$ cat config.mk
export PLATFORM = sky130hd
export DESIGN_NAME = regfile_wb_buffer_flat
export DESIGN_NICKNAME = d
export VERILOG_FILES = /design/src/rtl/regfile_wb_buffer_pkg.sv /design/src/rtl/regfile_wb_buffer_if.sv /design/src/rtl/regfile_wb_buffer_bypass.sv /design/src/rtl/regfile_wb_buffer.sv /design/src/flat_wrapper.sv
export SDC_FILE = /design/constraint.sdc
export NUM_CORES = 1
export LEC_CHECK = 0
export CORE_MARGIN = 2
export CORE_UTILIZATION = 48
export CTS_CLUSTER_DIAMETER = 100
export CTS_CLUSTER_SIZE = 10
export DETAILED_ROUTE_END_ITERATION = 12
export DONT_BUFFER_PORTS = 1
export RECOVER_POWER = 25
export SLEW_MARGIN = 15
export SYNTH_ARGS = -nofsm -noshare
export SYNTH_HDL_FRONTEND = slang
export SYNTH_SLANG_ARGS = --single-unit
$ cat constraint.sdc
create_clock -name clk -period 6.4 [get_ports clk]
set_input_delay 0.96 -clock clk [delete_from_list [all_inputs] [get_ports clk]]
set_output_delay 0.96 -clock clk [all_outputs]
set_load 0.1 [all_outputs]
$ cat src/rtl/regfile_wb_buffer_pkg.sv
`default_nettype none
// ============================================================================
// Module      : regfile_wb_buffer_pkg
// Description : Shared core widths and constants for the writeback buffer.
// Revision    : 1.0 - initial release
// ============================================================================
package regfile_wb_buffer_pkg;

    localparam int c_REG_W  = 4;
    localparam int c_DATA_W = 16;
    localparam logic [c_REG_W-1:0] c_R0 = '0;

endpackage
`default_nettype wire

$ cat src/rtl/regfile_wb_buffer_if.sv
`default_nettype none
// ============================================================================
// Module      : regfile_wb_buffer_if
// Description : Producer, register-file and bypass signals of the buffer.
// Revision    : 1.0 - initial release
// ============================================================================
interface regfile_wb_buffer_if #(
    parameter int DEPTH = 4
) ();
    import regfile_wb_buffer_pkg::*;

    localparam int CNT_W = $clog2(DEPTH) + 1;

    logic                mem_valid;
    logic [c_REG_W-1:0]  mem_dst;
    logic [c_DATA_W-1:0] mem_data;
    logic                alu_valid;
    logic [c_REG_W-1:0]  alu_dst;
    logic [c_DATA_W-1:0] alu_data;
    logic                in_ready;
    logic                rf_hold;
    logic                rf_we;
    logic [c_REG_W-1:0]  rf_dst;
    logic [c_DATA_W-1:0] rf_data;
    logic [c_REG_W-1:0]  byp_src1;
    logic [c_REG_W-1:0]  byp_src2;
    logic                byp_hit1;
    logic                byp_hit2;
    logic [c_DATA_W-1:0] byp_data1;
    logic [c_DATA_W-1:0] byp_data2;
    logic [CNT_W-1:0]    count;

    modport master (
        output mem_valid, mem_dst, mem_data, alu_valid, alu_dst, alu_data,
        output rf_hold, byp_src1, byp_src2,
        input  in_ready, rf_we, rf_dst, rf_data,
        input  byp_hit1, byp_hit2, byp_data1, byp_data2, count
    );

    modport slave (
        input  mem_valid, mem_dst, mem_data, alu_valid, alu_dst, alu_data,
        input  rf_hold, byp_src1, byp_src2,
        output in_ready, rf_we, rf_dst, rf_data,
        output byp_hit1, byp_hit2, byp_data1, byp_data2, count
    );

endinterface
`default_nettype wire

$ cat src/rtl/regfile_wb_buffer_bypass.sv
`default_nettype none
// ============================================================================
// Module      : wb_bypass_match
// Description : Youngest-match search of one read register over queued entries.
// Revision    : 1.0 - initial release
// ============================================================================
module wb_bypass_match
    import regfile_wb_buffer_pkg::*;
#(
    parameter int DEPTH = 4
) (
    input  wire logic [$clog2(DEPTH)-1:0]            head,
    input  wire logic [$clog2(DEPTH):0]              count,
    input  wire logic [DEPTH-1:0][c_REG_W-1:0]       dsts,
    input  wire logic [DEPTH-1:0][c_DATA_W-1:0]      datas,
    input  wire logic [c_REG_W-1:0]                  src,
    output logic                                     hit,
    output logic [c_DATA_W-1:0]                      data
);
    localparam int PTR_W = $clog2(DEPTH);
    localparam int CNT_W = PTR_W + 1;

    logic                w_hit;
    logic [c_DATA_W-1:0] w_data;
    logic [PTR_W-1:0]    w_idx;

    // Walk from oldest to youngest so the last match overrides earlier ones.
    always_comb begin
        w_hit  = 1'b0;
        w_data = '0;
        w_idx  = '0;
        for (int i = 0; i < DEPTH; i++) begin
            w_idx = head + PTR_W'(i);
            if ((CNT_W'(i) < count) && (src != c_R0) && (dsts[w_idx] == src)) begin
                w_hit  = 1'b1;
                w_data = datas[w_idx];
            end
        end
    end

    assign hit  = w_hit;
    assign data = w_data;

endmodule
`default_nettype wire

$ cat src/rtl/regfile_wb_buffer.sv
`default_nettype none
// ============================================================================
// Module      : regfile_wb_buffer
// Description : Two-in, one-out in-order writeback queue with operand bypass.
// Revision    : 1.0 - initial release
// ============================================================================
module regfile_wb_buffer
    import regfile_wb_buffer_pkg::*;
#(
    parameter int DEPTH = 4
) (
    input  wire logic          clk,
    input  wire logic          rst,
    regfile_wb_buffer_if.slave bus
);
    localparam int PTR_W = $clog2(DEPTH);
    localparam int CNT_W = PTR_W + 1;

    logic [DEPTH-1:0][c_REG_W-1:0]  r_dst;
    logic [DEPTH-1:0][c_DATA_W-1:0] r_data;
    logic [DEPTH-1:0]               r_vld;
    logic [PTR_W-1:0]               r_head;
    logic [PTR_W-1:0]               r_tail;
    logic [CNT_W-1:0]               r_count;

    logic             w_in_ready;
    logic             w_mem_enq;
    logic             w_alu_enq;
    logic [1:0]       w_enq_n;
    logic [PTR_W-1:0] w_alu_slot;
    logic             w_deq;

    assign w_in_ready = !rst && (r_count <= CNT_W'(DEPTH - 2));
    assign w_mem_enq  = bus.mem_valid && w_in_ready && (bus.mem_dst != c_R0);
    assign w_alu_enq  = bus.alu_valid && w_in_ready && (bus.alu_dst != c_R0);
    assign w_enq_n    = {1'b0, w_mem_enq} + {1'b0, w_alu_enq};
    // MEM is the older instruction, so ALU lands behind it when both enter.
    assign w_alu_slot = r_tail + PTR_W'(w_mem_enq);
    // Reset also blocks the drain so discarded entries never reach the file.
    assign w_deq      = !rst && (r_count != '0) && !bus.rf_hold;

    assign bus.in_ready = w_in_ready;
    assign bus.rf_we    = w_deq;
    assign bus.rf_dst   = r_vld[r_head] ? r_dst[r_head]  : c_R0;
    assign bus.rf_data  = r_vld[r_head] ? r_data[r_head] : '0;
    assign bus.count    = r_count;

    always_ff @(posedge clk) begin
        if (rst) begin
            r_vld   <= '0;
            r_head  <= '0;
            r_tail  <= '0;
            r_count <= '0;
        end else begin
            if (w_deq) begin
                r_vld[r_head] <= 1'b0;
                r_head        <= r_head + PTR_W'(1);
            end
            if (w_mem_enq) r_vld[r_tail]     <= 1'b1;
            if (w_alu_enq) r_vld[w_alu_slot] <= 1'b1;
            r_tail  <= r_tail + PTR_W'(w_enq_n);
            r_count <= r_count + CNT_W'(w_enq_n) - CNT_W'(w_deq);
        end
    end

    always_ff @(posedge clk) begin
        if (w_mem_enq) begin
            r_dst[r_tail]  <= bus.mem_dst;
            r_data[r_tail] <= bus.mem_data;
        end
        if (w_alu_enq) begin
            r_dst[w_alu_slot]  <= bus.alu_dst;
            r_data[w_alu_slot] <= bus.alu_data;
        end
    end

    wb_bypass_match #(.DEPTH(DEPTH)) u_byp1 (
        .head  (r_head),
        .count (r_count),
        .dsts  (r_dst),
        .datas (r_data),
        .src   (bus.byp_src1),
        .hit   (bus.byp_hit1),
        .data  (bus.byp_data1)
    );

    wb_bypass_match #(.DEPTH(DEPTH)) u_byp2 (
        .head  (r_head),
        .count (r_count),
        .dsts  (r_dst),
        .datas (r_data),
        .src   (bus.byp_src2),
        .hit   (bus.byp_hit2),
        .data  (bus.byp_data2)
    );

endmodule
`default_nettype wire

$ cat src/flat_wrapper.sv
// flat-port wrapper written by rule: the top's interface ports become plain ports
module regfile_wb_buffer_flat import regfile_wb_buffer_pkg::*;
#(
    parameter int DEPTH = 4
)
  (clk, rst, bus_mem_valid, bus_mem_dst, bus_mem_data, bus_alu_valid, bus_alu_dst, bus_alu_data, bus_rf_hold, bus_byp_src1, bus_byp_src2, bus_in_ready, bus_rf_we, bus_rf_dst, bus_rf_data, bus_byp_hit1, bus_byp_hit2, bus_byp_data1, bus_byp_data2, bus_count);
  regfile_wb_buffer_if #(.DEPTH(DEPTH)) bus_i ();
  input  wire logic clk;
  input  wire logic rst;
  input wire logic [$bits(bus_i.mem_valid)-1:0] bus_mem_valid;
  input wire logic [$bits(bus_i.mem_dst)-1:0] bus_mem_dst;
  input wire logic [$bits(bus_i.mem_data)-1:0] bus_mem_data;
  input wire logic [$bits(bus_i.alu_valid)-1:0] bus_alu_valid;
  input wire logic [$bits(bus_i.alu_dst)-1:0] bus_alu_dst;
  input wire logic [$bits(bus_i.alu_data)-1:0] bus_alu_data;
  input wire logic [$bits(bus_i.rf_hold)-1:0] bus_rf_hold;
  input wire logic [$bits(bus_i.byp_src1)-1:0] bus_byp_src1;
  input wire logic [$bits(bus_i.byp_src2)-1:0] bus_byp_src2;
  output wire logic [$bits(bus_i.in_ready)-1:0] bus_in_ready;
  output wire logic [$bits(bus_i.rf_we)-1:0] bus_rf_we;
  output wire logic [$bits(bus_i.rf_dst)-1:0] bus_rf_dst;
  output wire logic [$bits(bus_i.rf_data)-1:0] bus_rf_data;
  output wire logic [$bits(bus_i.byp_hit1)-1:0] bus_byp_hit1;
  output wire logic [$bits(bus_i.byp_hit2)-1:0] bus_byp_hit2;
  output wire logic [$bits(bus_i.byp_data1)-1:0] bus_byp_data1;
  output wire logic [$bits(bus_i.byp_data2)-1:0] bus_byp_data2;
  output wire logic [$bits(bus_i.count)-1:0] bus_count;
  assign bus_i.mem_valid = bus_mem_valid;
  assign bus_i.mem_dst = bus_mem_dst;
  assign bus_i.mem_data = bus_mem_data;
  assign bus_i.alu_valid = bus_alu_valid;
  assign bus_i.alu_dst = bus_alu_dst;
  assign bus_i.alu_data = bus_alu_data;
  assign bus_i.rf_hold = bus_rf_hold;
  assign bus_i.byp_src1 = bus_byp_src1;
  assign bus_i.byp_src2 = bus_byp_src2;
  assign bus_in_ready = bus_i.in_ready;
  assign bus_rf_we = bus_i.rf_we;
  assign bus_rf_dst = bus_i.rf_dst;
  assign bus_rf_data = bus_i.rf_data;
  assign bus_byp_hit1 = bus_i.byp_hit1;
  assign bus_byp_hit2 = bus_i.byp_hit2;
  assign bus_byp_data1 = bus_i.byp_data1;
  assign bus_byp_data2 = bus_i.byp_data2;
  assign bus_count = bus_i.count;
  regfile_wb_buffer #(.DEPTH(DEPTH)) u_core (.clk(clk), .rst(rst), .bus(bus_i));
endmodule
# [Word level (Yosys, flattened, before mapping)]
# Cells that the tools add are included.
[totals] ff_bits=91 latch_bits=0 ramBits=0 mem_bits_ro=0 out_inout_bits=59 wordCells=142 memories=0
[classes] addsub=8 multipliers=0 div_mod_pow=0 magnitude_cmp=14 eq_ne=8 n_shift=0 mux=63 bitwise=4 reduce_logical=33
[op_table] op="$mux 16" n=17
[op_table] op="$bmux 16 s2" n=4
[op_table] op="$bwmux 64" n=2
[op_table] op="$mux 64" n=2
[op_table] op="$demux 16 s2" n=2
[op_table] op="$mux 4" n=12
[op_table] op="$bmux 4 s2" n=4
[op_table] op="$bwmux 16" n=2
[op_table] op="$eq 4x4->1" n=8
[op_table] op="$logic_and 1x1->1" n=26
[op_table] op="$lt 2x3->1 const B" n=6
[op_table] op="$demux 4 s2" n=2
[op_table] op="$reduce_bool 4->1" n=4
[op_table] op="$mux 1" n=12
[op_table] op="$or 4x4->4" n=2
[op_table] op="$demux 1 s2" n=3
[op_table] op="$ge 2x1->1 const B" n=3
[op_table] op="$lt 1x3->1 const A" n=2
[op_table] op="$lt 2x3->1 const A" n=2
[op_table] op="$add 2x2->2 const B" n=2
[op_table] op="$and 4x4->4" n=1
[op_table] op="$not 4->4" n=1
[op_table] op="$add 3x2->3" n=1
[op_table] op="$le 3x2->1 const B" n=1
[op_table] op="other kinds (8)" n=9

# [Longest topological paths before layout]
[depth] depth_word=13 mapped_depth=15

# [By module]
# Synthesis repeated with hierarchy kept, for this count alone.
[hier_totals] cells_unflattened=1126 area_unflattened_um2=9669.3
[modules_own_cells] module="wb_bypass_match" instances=2 cells_per_inst=284 area_per_inst_um2=2556.2
[modules_own_cells] module="regfile_wb_buffer" instances=1 cells_per_inst=558 area_per_inst_um2=4556.9

# [Worst setup path before layout]
# No wires, ideal clock.
[synth_timing] path_kind="reg-to-output" start="register u_core.r_head[0]" end="output bus_byp_data2[14]" arrival_time_ns=5.608 t_required_ns=5.440 path_slack_ns=-0.168 path_stages_with_launch=15 path_buffers=6 path_cell_list="dfxtp_1 buf_6 buf_8 buf_2 clkbuf_1 inv_1 ha_1 buf_2 mux4_2 xor2_1 nor2_1 and3_1 buf_2 o311a_1 o31ai_1"
[synth_between] word_cells_on_any_way=31
[synth_lines] element="start: declaration" line="regfile_wb_buffer.sv:22" source="logic [PTR_W-1:0] r_head;"
[synth_lines] element="start signal: assignment" line="regfile_wb_buffer.sv:57" source="r_head <= r_head + PTR_W'(1);"
[synth_lines] element="$add 2x2->2 (*)"
[synth_lines] element="net u_core.u_byp1.w_idx[0]" line="regfile_wb_buffer_bypass.sv:25" source="logic [PTR_W-1:0] w_idx;"
[synth_lines] element="$bmux 4 s2" line="regfile_wb_buffer_bypass.sv:34" source="if ((CNT_W'(i) < count) && (src != c_R0) && (dsts[w_idx] == src)) begin"
[synth_lines] element="$mux 4 (not written as such)" line="regfile_wb_buffer_bypass.sv:34"
[synth_lines] element="$eq 4x4->1" line="regfile_wb_buffer_bypass.sv:34"
[synth_lines] element="$logic_and 1x1->1" line="regfile_wb_buffer_bypass.sv:34"
[synth_lines] element="$mux 16 (*)" line="regfile_wb_buffer_bypass.sv:34"
[synth_lines] element="end: declaration" line="flat_wrapper.sv:26" source="output wire logic [$bits(bus_i.byp_data2)-1:0] bus_byp_data2;"
# Mark *: on every way through the listed nets, which the timed path passes. The rest lies on a longest branch. The select of a mux whose other input is x is not followed.

# [Worst setup path in the final report]
[layout_timing] start="register u_core.r_count[1], in the netlist u_core.bus.count[1]" end="output bus_byp_data1[14]"
[layout_between] elab_chain_len=7 word_cells_on_any_way=16
[layout_lines] element="start: declaration" line="regfile_wb_buffer.sv:24" source="logic [CNT_W-1:0] r_count;"
[layout_lines] element="start signal: assignment" line="regfile_wb_buffer.sv:62" source="r_count <= r_count + CNT_W'(w_enq_n) - CNT_W'(w_deq);"
[layout_lines] element="$lt 1x3->1" line="regfile_wb_buffer_bypass.sv:34"
[layout_lines] element="$logic_and 1x1->1 (2 in series)" line="regfile_wb_buffer_bypass.sv:34"
[layout_lines] element="$mux 16 (3 in series)" line="regfile_wb_buffer_bypass.sv:34"
[layout_lines] element="$mux 16 (*)" line="regfile_wb_buffer_bypass.sv:34"
[layout_lines] element="end: declaration" line="flat_wrapper.sv:25" source="output wire logic [$bits(bus_i.byp_data1)-1:0] bus_byp_data1;"
# Every way passes the cells marked *; elsewhere a longest branch is shown, timed or not.

==> out/metrics.yaml <==
global_route:
  grt_max_degree: 61
  track_usage_pct: 27.15
  grt_pass1_wl_mm: 37.44
  grt_overflow: 0
  grt_pass1_vias: 6339
  antenna_found_initial: 0
final_layout:
  drive_gt1_share_pct: 23.59
  final_area_um2: 9010
  syn_to_final_growth_pct: 13.76
  nNetsFinal: 890
  fin_cells: 1047
  diodes: 0
power_and_ir_drop:
  p_leak_nw: 3.274
  p_per_area_nw_per_um2: 588.3
  pwr-share-seq_pct: 24.5
  power.switching_mw: 2.731
  power_mw: 5.301
  internal_power_mw: 2.569
  clockPowerShare_pct: 10.9
  swShare_pct: 51.53
  comb_power_share_pct: 64.6
  ir_worst_vdd_uv: 288.7
clock_network:
  cts.clk_slew.worst_paths_ns: 0.07
  postCtsSetupBuffers: 0
  clock-root-buffer: "clkbuf_16"
  cts-htree-levels: 3
  cts_tree: "done"
  numCtsBuffers: 9
  cts.sinks: 91
  cts_max_path_buffers: 2
  clock_latency_ns: 0.35
  ctsHoldBuffers: 0
  cts_resized: 0
logic_synthesis:
  netlist_instances: 837
  yosysUniqueCellTypes: 55
  synth-async-reset-ratio_pct: 0
  synth_ff_type: "dfxtp_1"
  synth_top_area_share_pct: 23.00
  synth_area_per_cell_um2: 9.462
  synthTopCellsByArea: "dfxtp_1 (23%), mux4_2 (23%), mux2i_1 (11%)"
  synth_xor_area_share_pct: 3.318
  synth_edf_count: 0
  synth-seq-cells: 91
  synth_top_area_cell: "dfxtp_1"
  syn_area_um2: 7920
  synth_most_common_cell: "dfxtp_1"
  yosysSeqAreaShare_pct: 23.00
  ys_warn_count: 0
  synth_top_family_by_area: "multiplexers"
  synthesis.nets: 901
  synth-simple-area-share_pct: 16.35
  synthMuxAreaShare_pct: 33.95
  synth_commonest_cells: "dfxtp_1 (91), mux2i_1 (86), mux4_2 (80), nand2_1 (80), nor2_1 (74)"
  synth_adder_area_share_pct: 1.833
  synth_compound_area_share_pct: 15.70
hold_path:
  min_to: "u_core.r_vld[3]"
  hold_path_class: "flop to flop"
  hold_depth: 2
  holdCritStartpoint: "u_core.r_vld[3]"
worst_setup_path:
  cp.required_ns: 5.44
  cp_max_fo: 22
  r2r-end: "u_core.bus.count[2]"
  arrival_ns: 4.77
  startpoint_type: "flop"
  endpoint_kind: "output pin"
  r2r-start: "u_core.bus.count[1]"
  reg2regPathDepth: 10
  critical_path_class: "flop to output pin"
  r2r_slack_ns: 1.35
timing:
  finalSetupTns_ns: 0
  hold_ws_ns: 0.5008
  slew_headroom_pct: -40.09
  tightest_slew_ns: 2.101
  hold_viol_final: 0
  fin_crit_sh_pct: 89.47
  rsz0062_at_grt: "no"
  period_needed_ns: 5.726
  setup_violations: 0
  slew_violations: 60
  max_freq_ghz: 0.1746
  skew_ns: 0.008241
drt:
  ant_nets: 0
  dr.pass1.iters: 5
  route.vias.total: 6994
  drc: 0
  wl_per_cell_um: 23.19
  totalWireLength_mm: 24.28
  drt_iter0_drc: 777
  via_per_inst: 6.680
place:
  dp_hpwl_mm: 17.76
  gp_congestion: 0.9318
  dp_cells: 1031
  numPortBuffers: 0
  post_dp_cell_area_um2: 8696
flow_run:
  maxCapViolCount: 3
die:
  die_h_um: 132.5
  ios: 112
  die_w_um: 132.5
  initial_core_util_pct: 49.50
  coreArea_um2: 16000
  die-area_um2: 17540
  std_cell_rows: 46
run_status:
  status: "complete, but fails checks"
  violations: "max-capacitance violations, max-slew violations"
-- how the worst max path moves through the flow --
stage | startpoint | to | slack, ns | depth (start not counted)
finish | u_core.bus.count[1] | bus_byp_data1[14] | 0.67 | 6
global route | u_core.bus.count[1] | bus_byp_data1[14] | 0.58 | 6
detailed placement | u_core.r_head[0] | bus_byp_data1[7] | 1.45 | 11
global placement | u_core.r_head[0] | bus_byp_data1[3] | 1.56 | 11
CTS | u_core.r_head[0] | bus_byp_data1[7] | 1.07 | 11
floorplan | u_core.r_head[0] | bus_byp_data2[10] | 0.58 | 15
-- flip-flops by register name (all words and copies together) (netlist names) --
signal	count
u_core.r_vld	4
u_core.bus.count	3
u_core.r_head	2
u_core.r_dst	16
u_core.r_data	64
u_core.r_tail	2
-- power by group through the flow --
stage | registers (mW) | logic, mW | clock network (mW)
global route | 1.33 | 3.59 | 0.609
CTS | 1.27 | 3.40 | 0.585
detailed placement | 1.28 | 3.39 | 0
floorplan | 1.11 | 2.67 | 0
finish | 1.30 | 3.42 | 0.579
global placement | 1.24 | 3.32 | 0
-- stage by stage --
step,util [%],worst slack [ns]
2_1_floorplan,-,0.5765
3_3_place_gp,54.35,1.565
3_5_place_dp,54.35,1.452
4_1_cts,56.42,1.071
5_1_grt,56.31,0.5780
6_report,56.31,0.6739
-- layout by cell type, fill, tap and decap left out, types with 3 or more instances in the layout --
cell       count
o31ai_4       19
a21oi_1       42
nand2_1       80
ha_1          10
dfxtp_1       89
o311a_1       16
nor2_2         3
nor3b_1       13
nor2_1        71
nor3_1         7
nand3_1        9
nor2b_1        3
nand2b_1      14
and2_1        21
o211a_1       13
nand4_1       16
xor2_1        11
mux4_2        80
or3_1         18
a31o_2         9
a31o_1         4
buf_12        17
clkbuf_16     10
inv_1         26
mux2i_1       86
xnor2_1       19
o21ai_0       41
o221a_2        3
buf_4         34
and3_1         3
o21ba_2        3
-- routing by layer --
| layer | wire (um) | part of all wire, % | up-vias | GRT usage (%) |
|---|---|---|---|---|
| li1 | - | - | 3125 | - |
| met1 | 10910 | 45 | 3424 | 41.44 |
| met2 | 10390 | 43 | 400 | 39.29 |
| met3 | 2540 | 10 | 45 | 5.785 |
| met4 | 439 | 1.8 | 0 | 6.392 |
| met5 | 0 | 0 | - | 0 |
-- logic make-up after synthesis --
family	count (synthesis)
simple gates	268
xor+xnor	30
flops	91
fa+ha+maj	11
mux	167
buf+inv	102
compound gates	168
-- area by class of cell --
type	count	area (um2)
Inverter	26	97.59
Multi-Input combinational cell	644	5853
Clock buffer	12	277.8
Clock inverter	4	53.80
Tap cell	216	270.3
Fill cell	1421	6990
Sequential cell	91	1827
Timing Repair Buffer	54	630.6
-- worst max-delay path, stage by stage (launching register included) --
cell and delay (ns):
dfxtp_1 1.00, or2_0 1.10, nand3_1 0.88, or2_1 0.67
a31o_2 0.28, o211a_1 0.28, buf_12 0.19
No activity file was read; power rests on OpenSTA's default activity.
==> RTL edit 1: new RTL, same flow settings <==
`DEPTH` is set to 4 in 4 places; all go to 2.
--- a/src/rtl/regfile_wb_buffer_if.sv
+++ b/src/rtl/regfile_wb_buffer_if.sv
@@ -5,7 +5,7 @@
 // Revision    : 1.0 - initial release
 // ============================================================================
 interface regfile_wb_buffer_if #(
-    parameter int DEPTH = 4
+    parameter int DEPTH = 2
 ) ();
     import regfile_wb_buffer_pkg::*;
 
--- a/src/rtl/regfile_wb_buffer_bypass.sv
+++ b/src/rtl/regfile_wb_buffer_bypass.sv
@@ -7,7 +7,7 @@
 module wb_bypass_match
     import regfile_wb_buffer_pkg::*;
 #(
-    parameter int DEPTH = 4
+    parameter int DEPTH = 2
 ) (
     input  wire logic [$clog2(DEPTH)-1:0]            head,
     input  wire logic [$clog2(DEPTH):0]              count,
--- a/src/rtl/regfile_wb_buffer.sv
+++ b/src/rtl/regfile_wb_buffer.sv
@@ -7,7 +7,7 @@
 module regfile_wb_buffer
     import regfile_wb_buffer_pkg::*;
 #(
-    parameter int DEPTH = 4
+    parameter int DEPTH = 2
 ) (
     input  wire logic          clk,
     input  wire logic          rst,
--- a/src/flat_wrapper.sv
+++ b/src/flat_wrapper.sv
@@ -1,7 +1,7 @@
 // flat-port wrapper written by rule: the top's interface ports become plain ports
 module regfile_wb_buffer_flat import regfile_wb_buffer_pkg::*;
 #(
-    parameter int DEPTH = 4
+    parameter int DEPTH = 2
 )
   (clk, rst, bus_mem_valid, bus_mem_dst, bus_mem_data, bus_alu_valid, bus_alu_dst, bus_alu_data, bus_rf_hold, bus_byp_src1, bus_byp_src2, bus_in_ready, bus_rf_we, bus_rf_dst, bus_rf_data, bus_byp_hit1, bus_byp_hit2, bus_byp_data1, bus_byp_data2, bus_count);
   regfile_wb_buffer_if #(.DEPTH(DEPTH)) bus_i ();
Ports: changed (resized bus_count); port bits go from 112 to 111. The function was not compared with the original's and may differ.
==> RTL edit 1 against the unedited design <==
  * The flow still finishes with violations (capacitance limit, slew limit)
  * Worst setup slack improved by 1.4 ns
  * Wire length decreased by 52%
  * Cell area decreased by 52%
  * Count of clock-buffer cells in the layout decreased by 7
  * Sequential share of layout area increased by 1.2 points
  * Sequential cell count decreased by 45
  * Synthesized area decreased by 48%
  * Total power decreased by 57%
==> RTL edit 1: results (changes against the unedited design) <==
stage,metric,value,unit,change
worst_setup_path,r2r endpoint,u_core.r_data[27],,
outcome,failing checks,"capacitance limit, slew limit",,
clock_tree,Root Buffer,clkbuf_8,,
final_layout,clk cell area share,2.65,%,-1.0 points
sta,Slew Limit Fails,48,,-20%
sta,clk_skew,0.00496,ns,-0.00328 ns
yosys,"Distinct cells, synth",37,,-33%
sta,Min Hold Slack,0.560,ns,+0.0591 ns
final_layout,Fillers,805,,-43%
placement,placement-stage cell area,0.00419,mm2,-52%
job,maxcap violations,2,,-1
placement,Detailed Place HPWL,9170,um,-48%
yosys,top post-synthesis cells by area,"dfxtp_1, mux2i_1, nor3_1",,
global_routing,vias in the first global route,3234,,-49%
final_layout,largest registers,"u_core.r_data: 32 flops, u_core.r_dst: 8 flops",,
outcome,status,"complete, but fails checks",,
worst_setup_path,Worst Path Arrival,3.40,ns,-1.37 ns
yosys,mapped cell area,0.00410,mm2,-48%
clock_tree,# H-tree levels,2,,-1
final_layout,clock buffers,5,,-7
routing,via-per-instance ratio,6.16,,-7.7%
final_layout,"Area growth, synth to finish",4.85,%,
power_and_ir_drop,Static Leak,1.61,nW,-51%
worst_setup_path,worst-path fanout max,33,,+50%
worst_setup_path,worst reg2reg path depth,6,,-4
yosys,share of the yosys chip area belonging to registers,22.5,%,-0.54 points
worst_setup_path,CP max stage cell,clkbuf_1,,
global_routing,first-pass GRT wire length,17800,um,-52%
[RTL edit 1: cell count changes in the layout (fill, tap and decap cells not counted), moves of 17 or more]
cell / unedited run / this run
mux4_2: 80 / 0
nor3_1: 7 / 57
nor2_1: 71 / 26
dfxtp_1: 89 / 45
mux2i_1: 86 / 45
o211ai_1: 0 / 32
buf_4: 34 / 9
inv_1: 26 / 2
o21ai_0: 41 / 18
o221ai_1: 0 / 23
a21oi_1: 42 / 23
o31ai_4: 19 / 0
or3_1: 18 / 0
buf_12: 17 / 0
[RTL edit 1: kinds of logic (layout without fill, tap and decap cells)]
family | after synthesis | count (layout) | synth area share, %
AND/OR/NAND/NOR | 237 | 237 | 29.9
AO/OA/AOI/OAI | 129 | 129 | 22.5
buffers and inverters | 54 | 23 | 7.17
multiplexers | 49 | 49 | 12.5
flip-flops | 46 | 46 | 22.5
XOR/XNOR | 21 | 21 | 4.67
adder cells (fa/ha/maj) | 3 | 3 | 0.916
[RTL edit 1: how the worst max path moves through the flow]
stage	cells past startpoint	slack, ns	endpoint
6_report	6	2.04	bus_byp_data2[8]
5_1_grt	6	1.81	bus_byp_data2[15]
4_1_cts	4	2.21	bus_byp_hit2
3_5_place_dp	4	2.35	bus_byp_data2[2]
3_3_place_gp	4	2.41	bus_byp_data2[1]
2_1_floorplan	9	1.67	u_core.bus.count[1]
[RTL edit 1: metal layers]
| metal | vias up | share of wire (%) | track usage (%) |
|---|---|---|---|
| met2 | 139 | 42 | 35.5 |
| met1 | 1755 | 47 | 37.3 |
| met4 | 0 | 0.76 | 4.34 |
| li1 | 1878 | - | - |
| met3 | 7 | 10 | 6.44 |
| met5 | - | 0 | 0 |
[RTL edit 1: power breakdown]
part	internal [mW]	switching, mW
clock network	0.116	0.0973
logic	0.364	1.15
registers	0.430	0.140
==> RTL edit 2: new RTL, same flow settings <==
Made on the original files. Make the reset (`rst`) asynchronous in one clocked block.
--- a/src/rtl/regfile_wb_buffer.sv
+++ b/src/rtl/regfile_wb_buffer.sv
@@ -45,7 +45,7 @@
     assign bus.rf_data  = r_vld[r_head] ? r_data[r_head] : '0;
     assign bus.count    = r_count;
 
-    always_ff @(posedge clk) begin
+    always_ff @(posedge clk or posedge rst) begin
         if (rst) begin
             r_vld   <= '0;
             r_head  <= '0;
Check against the original RTL: differs if rst is asserted again (counterexample within 4 cycles, from zero or initial values and one cycle with rst high); with rst held inactive, the same outputs for 4 cycles.
==> RTL edit 2 against the unedited design <==
  * The run still ends with capacitance limit, slew limit left
  * Cell area up 3.9%
  * Cell count down 1.3%
  * Sequential share of layout area down 0.18 points
  * Register-to-register slack better by 0.06 ns
  * Worst setup slack worse by 0.0016 ns
  * Wire length up 0.40%
  * Synthesized area down 1.0%
  * Sequential cell count unchanged
  * Non-clock buffer count down 8
Power is left out: the tool's default activity adds up to more than one toggle a clock period on the data nets, which glitch-free logic cannot reach.
==> RTL edit 2: results (changes against the unedited design) <==
stage,metric,value,unit,change
floorplanning,Initial Util,49.2,%,-0.33 points
sta,Worst-Margin Slew,2.75,ns,+0.646 ns
outcome,status,"complete, but fails checks",,
worst_setup_path,CP max stage delay,0.83,ns,-0.27 ns
yosys,"count leader, synth",mux2i_1,,
global_routing,vias in the first global route,6559,,+3.5%
yosys,share of the yosys chip area belonging to registers,23.9,%,+0.94 points
yosys,Most used DFF post-synth,dfxtp_1,,
job,maxcap violations,5,,+2
routing,routed len/inst,23.6,um,+1.8%
final_layout,largest registers,"u_core.r_data: 64 flops, u_core.r_dst: 16 flops, u_core.r_vld: 4 flops",,
clock_tree,setup repair bufs after CTS,0,,unchanged
sta,Fin Setup TNS,0,ns,unchanged
placement,Place WS,1.06,ns,-0.391 ns
placement,placement-stage cell area,0.00905,mm2,+4.1%
global_routing,gr usage total,28.2,%,+1.0 points
yosys,top post-synthesis cells by area,"dfxtp_1, mux4_2, mux2i_1",,
yosys,"Distinct cells, synth",48,,-13%
routing,First-pass DRT Iterations,7,,+2
worst_setup_path,worst-path fanout max,34,,+55%
clock_tree,Root Buffer,clkbuf_16,,
worst_setup_path,Worst path top cell family by delay,simple AND/OR/NAND/NOR gates,,
final_layout,Fillers,1352,,-4.9%
placement,Detailed Place HPWL,17700,um,-0.11%
yosys,syn nets,900,,-0.11%
global_routing,initial antenna violation count,0,,unchanged
final_layout,Post-Layout Cell Count,1033,,-1.3%
clock_tree,"Reg clk slew, reported paths",0.06,ns,
final_layout,layout cells sized above 1,23.0,%,-0.58 points
worst_hold_path,Worst Hold Class,reg -> reg,,
clock_tree,Clock Latency Late Sink,0.34,ns,
placement,gpl congestion,0.914,,-1.9%
clock_tree,# H-tree levels,3,,unchanged
routing,Via Count,6885,,-1.6%
routing,drt initial violations,870,,+12%
yosys,top post-synthesis cells by count,"mux2i_1, nor2_1, dfxtp_1, mux4_2, a21oi_1",,
worst_setup_path,CP max stage cell,ha_2,,
global_routing,first-pass GRT wire length,38900,um,+4.0%
sta,clk_skew,0.00624,ns,-0.00200 ns
yosys,Synth Instances,836,,-0.12%
outcome,failing checks,"capacitance limit, slew limit",,
sta,Slew Limit Fails,84,,+40%
final_layout,design area,0.00937,mm2,+3.9%
yosys,Post-synth ARST share,12.1,%,+12 points
worst_setup_path,Worst Path Arrival,4.77,ns,about the same
clock_tree,CTS resizes,0,,unchanged
clock_tree,cts bufs inserted,9,,unchanged
final_layout,final net count,876,,-1.6%
yosys,Yosys warnings,0,,unchanged
clock_tree,clock buffer depth,2,,unchanged
global_routing,largest net degree at the start of global routing,53,,-13%
final_layout,ant diodes,0,,unchanged
-- RTL edit 2: cells by family (layout without fill, tap and decap cells) --
family / count (synthesis) / after routing / synth area share [%]
AND/OR/NAND/NOR: 221 / 221 / 12.8
AO/OA/AOI/OAI: 194 / 194 / 17.8
multiplexers: 181 / 181 / 33.8
buffers and inverters: 106 / 87 / 6.16
flip-flops: 91 / 91 / 23.9
XOR/XNOR: 32 / 32 / 3.58
adder cells (fa/ha/maj): 11 / 11 / 1.85
-- RTL edit 2: per-layer routing --
layer / GRT usage [%] / vias up / share of wire (%)
met5: 0 / - / 0
li1: - / 3085 / -
met1: 40.9 / 3451 / 44
met3: 9.42 / 20 / 11
met4: 5.13 / 0 / 0.82
met2: 41.3 / 329 / 44
-- RTL edit 2: worst paths after layout --
| check | startpoint | end | slack (ns) | cells past startpoint |
|---|---|---|---|---|
| worst min-delay path | u_core.r_vld[3] | u_core.r_vld[3] | 0.49 | 2 |
| max in group asynchronous | rst | u_core.r_head[0] | 5.51 | 1 |
| worst max-delay path | u_core.r_head[0] | bus_byp_data2[1] | 0.67 | 9 |
| worst max register to register | u_core.bus.count[2] | u_core.r_data[24] | 1.41 | 7 |
| min in group asynchronous | rst | u_core.r_head[0] | 0.52 | 1 |
| worst min register to register | u_core.r_vld[3] | u_core.r_vld[3] | 0.49 | 2 |
-- RTL edit 2: area by class of cell --
class | count | share of cell area [%]
Multi-Input combinational cell | 639 | 64.0
Clock inverter | 5 | 1.07
Timing Repair Buffer | 46 | 8.31
Tap cell | 216 | 2.89
Inverter | 25 | 1.00
Clock buffer | 11 | 2.59
Sequential cell | 91 | 20.1
